$ cat src/rtl/id_ex_reg_if.sv
// ID/EX pipeline register bundle: ID-stage inputs, pipeline controls and EX-stage outputs.
// The master side drives ID fields and stall/flush; the slave side is the register itself.
interface id_ex_reg_if #(
   parameter int DATA_W = 32,
   parameter int REG_W  = 5
);
   logic              stall;
   logic              flush;
   logic [DATA_W-1:0] id_pc4;
   logic [DATA_W-1:0] id_rd1;
   logic [DATA_W-1:0] id_rd2;
   logic [DATA_W-1:0] id_imm;
   logic [REG_W-1:0]  id_rs;
   logic [REG_W-1:0]  id_rt;
   logic [REG_W-1:0]  id_rd;
   logic [8:0]        id_ctrl;
   logic [DATA_W-1:0] ex_pc4;
   logic [DATA_W-1:0] ex_rd1;
   logic [DATA_W-1:0] ex_rd2;
   logic [DATA_W-1:0] ex_imm;
   logic [REG_W-1:0]  ex_rs;
   logic [REG_W-1:0]  ex_rt;
   logic [REG_W-1:0]  ex_rd;
   logic [8:0]        ex_ctrl;
   logic              ex_valid;
   logic              load_use;

   modport master (
      output stall, flush, id_pc4, id_rd1, id_rd2, id_imm, id_rs, id_rt, id_rd, id_ctrl,
      input  ex_pc4, ex_rd1, ex_rd2, ex_imm, ex_rs, ex_rt, ex_rd, ex_ctrl, ex_valid, load_use
   );

   modport slave (
      input  stall, flush, id_pc4, id_rd1, id_rd2, id_imm, id_rs, id_rt, id_rd, id_ctrl,
      output ex_pc4, ex_rd1, ex_rd2, ex_imm, ex_rs, ex_rt, ex_rd, ex_ctrl, ex_valid, load_use
   );
endinterface

$ cat src/rtl/id_ex_reg.sv
// ID/EX pipeline register with load-use hazard detection, flush/stall handling and bubble insertion.
// Optional bubble counter port bubble_cnt is built only when ID_EX_PERF_EN is defined.
module id_ex_reg #(
   parameter int DATA_W = 32,
   parameter int REG_W  = 5
) (
   input  logic        clk,
   input  logic        rst_n,
   id_ex_reg_if.slave  bus
`ifdef ID_EX_PERF_EN
   ,
   output logic [31:0] bubble_cnt
`endif
);

   typedef enum logic [1:0] {
      ACT_LOAD   = 2'd0,
      ACT_HOLD   = 2'd1,
      ACT_BUBBLE = 2'd2
   } act_e;

   logic [DATA_W-1:0] pc4_r;
   logic [DATA_W-1:0] rd1_r;
   logic [DATA_W-1:0] rd2_r;
   logic [DATA_W-1:0] imm_r;
   logic [REG_W-1:0]  rs_r;
   logic [REG_W-1:0]  rt_r;
   logic [REG_W-1:0]  rd_r;
   logic [8:0]        ctrl_r;
   logic              valid_r;
   logic              load_use_s;
   act_e              act_s;

   // Load in EX whose destination (rt) is a source of the instruction now in ID; $zero never hazards
   always_comb begin
      load_use_s = 1'b0;
      if (valid_r && ctrl_r[4] && (rt_r != {REG_W{1'b0}}) &&
          ((rt_r == bus.id_rs) || (rt_r == bus.id_rt))) begin
         load_use_s = 1'b1;
      end else begin
         load_use_s = 1'b0;
      end
   end

   // One action per edge: flush beats stall, stall beats a pending load-use bubble
   always_comb begin
      act_s = ACT_LOAD;
      if (bus.flush) begin
         act_s = ACT_BUBBLE;
      end else if (bus.stall) begin
         act_s = ACT_HOLD;
      end else if (load_use_s) begin
         act_s = ACT_BUBBLE;
      end else begin
         act_s = ACT_LOAD;
      end
   end

   // Pipeline register; a bubble only kills control and valid so stale data writes nothing
   always_ff @(posedge clk or negedge rst_n) begin
      if (!rst_n) begin
         pc4_r   <= {DATA_W{1'b0}};
         rd1_r   <= {DATA_W{1'b0}};
         rd2_r   <= {DATA_W{1'b0}};
         imm_r   <= {DATA_W{1'b0}};
         rs_r    <= {REG_W{1'b0}};
         rt_r    <= {REG_W{1'b0}};
         rd_r    <= {REG_W{1'b0}};
         ctrl_r  <= 9'h000;
         valid_r <= 1'b0;
      end else begin
         case (act_s)
            ACT_LOAD: begin
               pc4_r   <= bus.id_pc4;
               rd1_r   <= bus.id_rd1;
               rd2_r   <= bus.id_rd2;
               imm_r   <= bus.id_imm;
               rs_r    <= bus.id_rs;
               rt_r    <= bus.id_rt;
               rd_r    <= bus.id_rd;
               ctrl_r  <= bus.id_ctrl;
               valid_r <= 1'b1;
            end
            ACT_BUBBLE: begin
               ctrl_r  <= 9'h000;
               valid_r <= 1'b0;
            end
            ACT_HOLD: begin
               ctrl_r  <= ctrl_r;
               valid_r <= valid_r;
            end
            default: begin
               ctrl_r  <= ctrl_r;
               valid_r <= valid_r;
            end
         endcase
      end
   end

   assign bus.ex_pc4   = pc4_r;
   assign bus.ex_rd1   = rd1_r;
   assign bus.ex_rd2   = rd2_r;
   assign bus.ex_imm   = imm_r;
   assign bus.ex_rs    = rs_r;
   assign bus.ex_rt    = rt_r;
   assign bus.ex_rd    = rd_r;
   assign bus.ex_ctrl  = ctrl_r;
   assign bus.ex_valid = valid_r;
   assign bus.load_use = load_use_s;

`ifdef ID_EX_PERF_EN
   logic [31:0] bubble_cnt_r;

   function automatic logic [31:0] sat_inc(input logic [31:0] v);
      if (v == 32'hFFFF_FFFF) begin
         return v;
      end else begin
         return v + 32'd1;
      end
   endfunction

   // Counts bubble edges, saturating at all-ones
   always_ff @(posedge clk or negedge rst_n) begin
      if (!rst_n) begin
         bubble_cnt_r <= 32'd0;
      end else if (act_s == ACT_BUBBLE) begin
         bubble_cnt_r <= sat_inc(bubble_cnt_r);
      end else begin
         bubble_cnt_r <= bubble_cnt_r;
      end
   end

   assign bubble_cnt = bubble_cnt_r;
`endif

endmodule

$ cat src/flat_wrapper.sv
// flat-port wrapper written by rule: the top's interface ports become plain ports
module id_ex_reg_flat 
#(
   parameter int DATA_W = 32,
   parameter int REG_W  = 5
)
  (clk, rst_n, bus_stall, bus_flush, bus_id_pc4, bus_id_rd1, bus_id_rd2, bus_id_imm, bus_id_rs, bus_id_rt, bus_id_rd, bus_id_ctrl, bus_ex_pc4, bus_ex_rd1, bus_ex_rd2, bus_ex_imm, bus_ex_rs, bus_ex_rt, bus_ex_rd, bus_ex_ctrl, bus_ex_valid, bus_load_use);
  id_ex_reg_if #(.DATA_W(DATA_W), .REG_W(REG_W)) bus_i ();
  input  logic clk;
  input  logic rst_n;
  input wire logic [$bits(bus_i.stall)-1:0] bus_stall;
  input wire logic [$bits(bus_i.flush)-1:0] bus_flush;
  input wire logic [$bits(bus_i.id_pc4)-1:0] bus_id_pc4;
  input wire logic [$bits(bus_i.id_rd1)-1:0] bus_id_rd1;
  input wire logic [$bits(bus_i.id_rd2)-1:0] bus_id_rd2;
  input wire logic [$bits(bus_i.id_imm)-1:0] bus_id_imm;
  input wire logic [$bits(bus_i.id_rs)-1:0] bus_id_rs;
  input wire logic [$bits(bus_i.id_rt)-1:0] bus_id_rt;
  input wire logic [$bits(bus_i.id_rd)-1:0] bus_id_rd;
  input wire logic [$bits(bus_i.id_ctrl)-1:0] bus_id_ctrl;
  output wire logic [$bits(bus_i.ex_pc4)-1:0] bus_ex_pc4;
  output wire logic [$bits(bus_i.ex_rd1)-1:0] bus_ex_rd1;
  output wire logic [$bits(bus_i.ex_rd2)-1:0] bus_ex_rd2;
  output wire logic [$bits(bus_i.ex_imm)-1:0] bus_ex_imm;
  output wire logic [$bits(bus_i.ex_rs)-1:0] bus_ex_rs;
  output wire logic [$bits(bus_i.ex_rt)-1:0] bus_ex_rt;
  output wire logic [$bits(bus_i.ex_rd)-1:0] bus_ex_rd;
  output wire logic [$bits(bus_i.ex_ctrl)-1:0] bus_ex_ctrl;
  output wire logic [$bits(bus_i.ex_valid)-1:0] bus_ex_valid;
  output wire logic [$bits(bus_i.load_use)-1:0] bus_load_use;
  assign bus_i.stall = bus_stall;
  assign bus_i.flush = bus_flush;
  assign bus_i.id_pc4 = bus_id_pc4;
  assign bus_i.id_rd1 = bus_id_rd1;
  assign bus_i.id_rd2 = bus_id_rd2;
  assign bus_i.id_imm = bus_id_imm;
  assign bus_i.id_rs = bus_id_rs;
  assign bus_i.id_rt = bus_id_rt;
  assign bus_i.id_rd = bus_id_rd;
  assign bus_i.id_ctrl = bus_id_ctrl;
  assign bus_ex_pc4 = bus_i.ex_pc4;
  assign bus_ex_rd1 = bus_i.ex_rd1;
  assign bus_ex_rd2 = bus_i.ex_rd2;
  assign bus_ex_imm = bus_i.ex_imm;
  assign bus_ex_rs = bus_i.ex_rs;
  assign bus_ex_rt = bus_i.ex_rt;
  assign bus_ex_rd = bus_i.ex_rd;
  assign bus_ex_ctrl = bus_i.ex_ctrl;
  assign bus_ex_valid = bus_i.ex_valid;
  assign bus_load_use = bus_i.load_use;
  id_ex_reg #(.DATA_W(DATA_W), .REG_W(REG_W)) u_core (.clk(clk), .rst_n(rst_n), .bus(bus_i));
endmodule
$ cat config.mk
export PLATFORM = sky130hd
export DESIGN_NAME = id_ex_reg_flat
export DESIGN_NICKNAME = d
export VERILOG_FILES = /design/src/rtl/id_ex_reg_if.sv /design/src/rtl/id_ex_reg.sv /design/src/flat_wrapper.sv
export SDC_FILE = /design/constraint.sdc
export NUM_CORES = 1
export LEC_CHECK = 0
export ABC_AREA = 1
export BUFFER_PORTS_ARGS = -buffer_cell sky130_fd_sc_hd__buf_4
export CORE_MARGIN = 2
export CORE_UTILIZATION = 46
export CTS_CLUSTER_DIAMETER = 100
export DETAILED_ROUTE_END_ITERATION = 8
export PLACE_DENSITY = 0.81
export SYNTH_ARGS = -nofsm -noshare
export SYNTH_HDL_FRONTEND = slang
export SYNTH_SLANG_ARGS = --single-unit
$ cat constraint.sdc
create_clock -name clk -period 2.26 [get_ports clk]
set_clock_uncertainty 0.05 [all_clocks]
set_input_delay 0.452 -clock clk [delete_from_list [all_inputs] [get_ports clk]]
set_output_delay 0.452 -clock clk [all_outputs]
set_load 0.03 [all_outputs]
==> flow_summary.yaml <==
drt:
  first_iter_violations: 422
  ant_nets: 0
  drcViolationCount: 0
  top_layer: "met4"
  wl_met1_um: 7030
  finalWirelength_um: 18100
  met2_length_um: 9140
  drt_pass1_iterations: 4
  met3_wirelength_um: 1380
  detail_route.wl_per_cell_um: 15.2
  vias: 5957
  detail_route.vias_per_cell: 4.98
clock_tree:
  cts_max_path_buffers: 2
  clock_tree.htree_level_count: 4
  cts-root-buf: "clkbuf_16"
  post_cts_buffers: 0
  clkLatencyLatePin_ps: 420
  cts.sinks: 153
  path_clk_slew_ps: 60
  cts_tree: "built"
  cts_buffers: 17
setup_path:
  crit_slowest_cell: "dfrtp_1"
  r2r_setup_slack_ps: 450
  crit_path_max_fanout: 5
  critPathBufInv: 2
  cpMostUsedCell: "nand2_1"
  r2r_start: "u_core.bus.ex_rt[3]"
  crit_family: "simple AND/OR/NAND/NOR gates"
  cp_slowest_stage_delay_ps: 440
  worst_r2r_path_depth: 10
  r2r-end: "u_core.bus.ex_rd1[15]"
  worstPathCellList: "nand2_1 > nand2_1 > nor2_1 > nand3_1 > nand2_1 > nand2_4 > inv_1 > buf_6"
  cp.required_ps: 1760
  arrival_ps: 1610
  worstSetupPathType: "flop to primary output"
  critPathLaunchType: "flop"
  worstSetupEndpointType: "primary output"
place:
  io_buffer_count: 309
  dp_cells: 1165
  dpl.hpwl_um: 12800
  place_area_um2: 8740
  preCtsSetupSlack_ps: 336
  gp_congestion: 0.820
synthesis:
  synthAdderAreaFrac: 0
  ys_seq_area_frac: 0.615
  ys.flop_type: "dfrtp_1"
  synth_top_family_by_area: "simple AND/OR/NAND/NOR gates"
  synth_edf_count: 0
  synthSimpleGateAreaFrac: 0.333
  async_reset_ff_frac: 1.00
  synth_xor_area_frac: 0.00281
  synth_cell_types: 16
  synth_compound_area_frac: 0
  synth_mux_area_frac: 0
  synth_seq_cells: 153
  syn_area_um2: 6220
  synth_warnings: 0
  postSynthCellCount: 713
  syn-num-nets: 869
  syn_area_per_cell_um2: 8.73
final_layout:
  n_antenna_cell: 0
  final_cells: 1196
  area_growth_pct: 49.9
  layout.nets: 1165
  drive_gt1_frac: 0.354
  finalInstanceArea_um2: 9330
power_and_ir_drop:
  power_leakage_nw: 5.31
  ir_worst_vdd_v: 0.000515
  power_density_nw_per_um2: 867
floorplanning:
  rows: 42
  die_y_um: 120
  die_area_um2: 14500
  start_util: 0.470
  die_w_um: 120
  io_pins: 310
  core_um2: 13200
timing:
  slew_headroom: 0.555
  timing.final.crit_share: 0.933
  tightest_slew_ps: 664
  worst_slack_ps: 152
  final-max-slew-violation-count: 0
  holdWs_ps: 205
  fmax_ghz: 0.474
  fin_crit_ps: 2110
  tns_ps: 0
  rsz0062_at_grt: "no"
  hold_viol: 0
  setup_viol: 0
global_routing:
  grtUsageTotal: 0.252
  grt_pass1_vias: 5732
  grt.overflow.total: 0
  grt_max_degree: 100
  grt_pass1_wl_um: 28600
  antenna_found_initial: 0
job:
  drv_cap: 0
worst_hold_path:
  whs_path_depth: 3
  hold_start: "bus_id_ctrl[3]"
  whs_endpoint: "u_core.bus.ex_ctrl[3]"
  hp-class: "input port to flop"
outcome:
  status: "complete, no violations"
what timing repair did:
action	CTS	global route
setup endpoints to repair	0	1
hold buffers	1	0
endpoints found under the hold margin	53	0
resized for setup	0	3
cells in the mapped netlist (2+ instances only):
cell type | instances | area [um^2]
buf_1 | 16 | 60.1
buf_2 | 15 | 75.1
buf_6 | 7 | 78.8
clkbuf_1 | 8 | 30.0
dfrtp_1 | 153 | 3830
inv_1 | 11 | 41.3
inv_2 | 4 | 15.0
nand2_1 | 327 | 1230
nand3_1 | 155 | 776
nor2_1 | 10 | 37.5
xnor2_1 | 2 | 17.5
worst register-to-register path, stage by stage (launching register included):
cell,delay (ps)
dfrtp_2,440
inv_2,90
nand2_1,60
nand2_1,50
nor2_1,40
nand3_1,70
nand2_1,90
nand2_4,110
buf_4,460
nand3_1,190
nand2_1,100
worst max-delay path by stage:
stage,start,end,slack (ps),depth (start not counted)
detailed placement,bus_id_rs[4],u_core.bus.ex_rd1[5],340,11
global placement,bus_id_rs[0],u_core.bus.ex_rd2[3],350,11
CTS,u_core.bus.ex_rt[3],bus_load_use,90,9
finish,u_core.bus.ex_rt[4],bus_load_use,150,8
global route,u_core.bus.ex_rt[0],bus_load_use,1,8
floorplan,u_core.bus.ex_rt[3],bus_load_use,160,10
metal layers:
metal / up-vias / track usage
li1: 2852 / -
met4: 0 / 0.108
met3: 44 / 0.0755
met2: 236 / 0.422
met5: - / 0
met1: 2825 / 0.302
cells in the final DEF (no fill, tap or decap):
| master | instances |
|---|---|
| nand2_1 | 327 |
| inv_2 | 4 |
| clkbuf_16 | 17 |
| buf_12 | 9 |
| clkbuf_1 | 1 |
| dfrtp_1 | 151 |
| inv_1 | 11 |
| dfrtp_2 | 2 |
| xnor2_1 | 2 |
| nand3_1 | 155 |
| clkinv_2 | 8 |
| nand4_1 | 1 |
| nand2_4 | 2 |
| bufinv_16 | 3 |
| buf_6 | 2 |
| clkbuf_8 | 1 |
| nor2_1 | 10 |
| nor2_4 | 1 |
| buf_4 | 312 |
| dlygate4sd3_1 | 1 |
cells by family (layout without fill, tap and decap cells):
logic type / count (synthesis) / in the layout
flip-flops: 153 / 153
AND/OR/NAND/NOR: 496 / 496
buffers and inverters: 62 / 369
XOR/XNOR: 2 / 2
flip-flops by register name (all words and copies together), names as in the netlist:
signal,flops
u_core.bus.ex_rs,5
u_core.bus.ex_ctrl,9
u_core.bus.ex_rt,5
u_core.bus.ex_valid,1
u_core.bus.ex_rd,5
u_core.bus.ex_rd1,32
u_core.bus.ex_pc4,32
u_core.bus.ex_rd2,32
u_core.bus.ex_imm,32
area by class of cell:
cell class                 instances  area [um^2]
inverter                          15         56.3
clock buffer                      19          443
clock inverter                    11          130
sequential                       153         3830
tap                              176          220
multi-input combinational        498         2100
fill                            1091         3910
timing repair buffer             324         2550
power by group:
part / total (W) / internal [W] / leakage, nW / switching [W]
Clock: 0.00278 / 0.00173 / 0.292 / 0.00105
Combinational: 0.00203 / 0.000788 / 3.12 / 0.00124
Sequential: 0.00328 / 0.00307 / 1.90 / 0.000205
Total: 0.00809 / 0.00560 / 5.31 / 0.00249
stage by stage:
| stage | utilization | power [W] |
|---|---|---|
| 2_1_floorplan | - | 0.00437 |
| 6_report | 0.705 | 0.00809 |
| 3_5_place_dp | 0.660 | 0.00536 |
| 3_3_place_gp | 0.660 | 0.00532 |
| 4_1_cts | 0.704 | 0.00815 |
| 5_1_grt | 0.705 | 0.00844 |
Note: power is estimated with default switching activity, not from simulation.
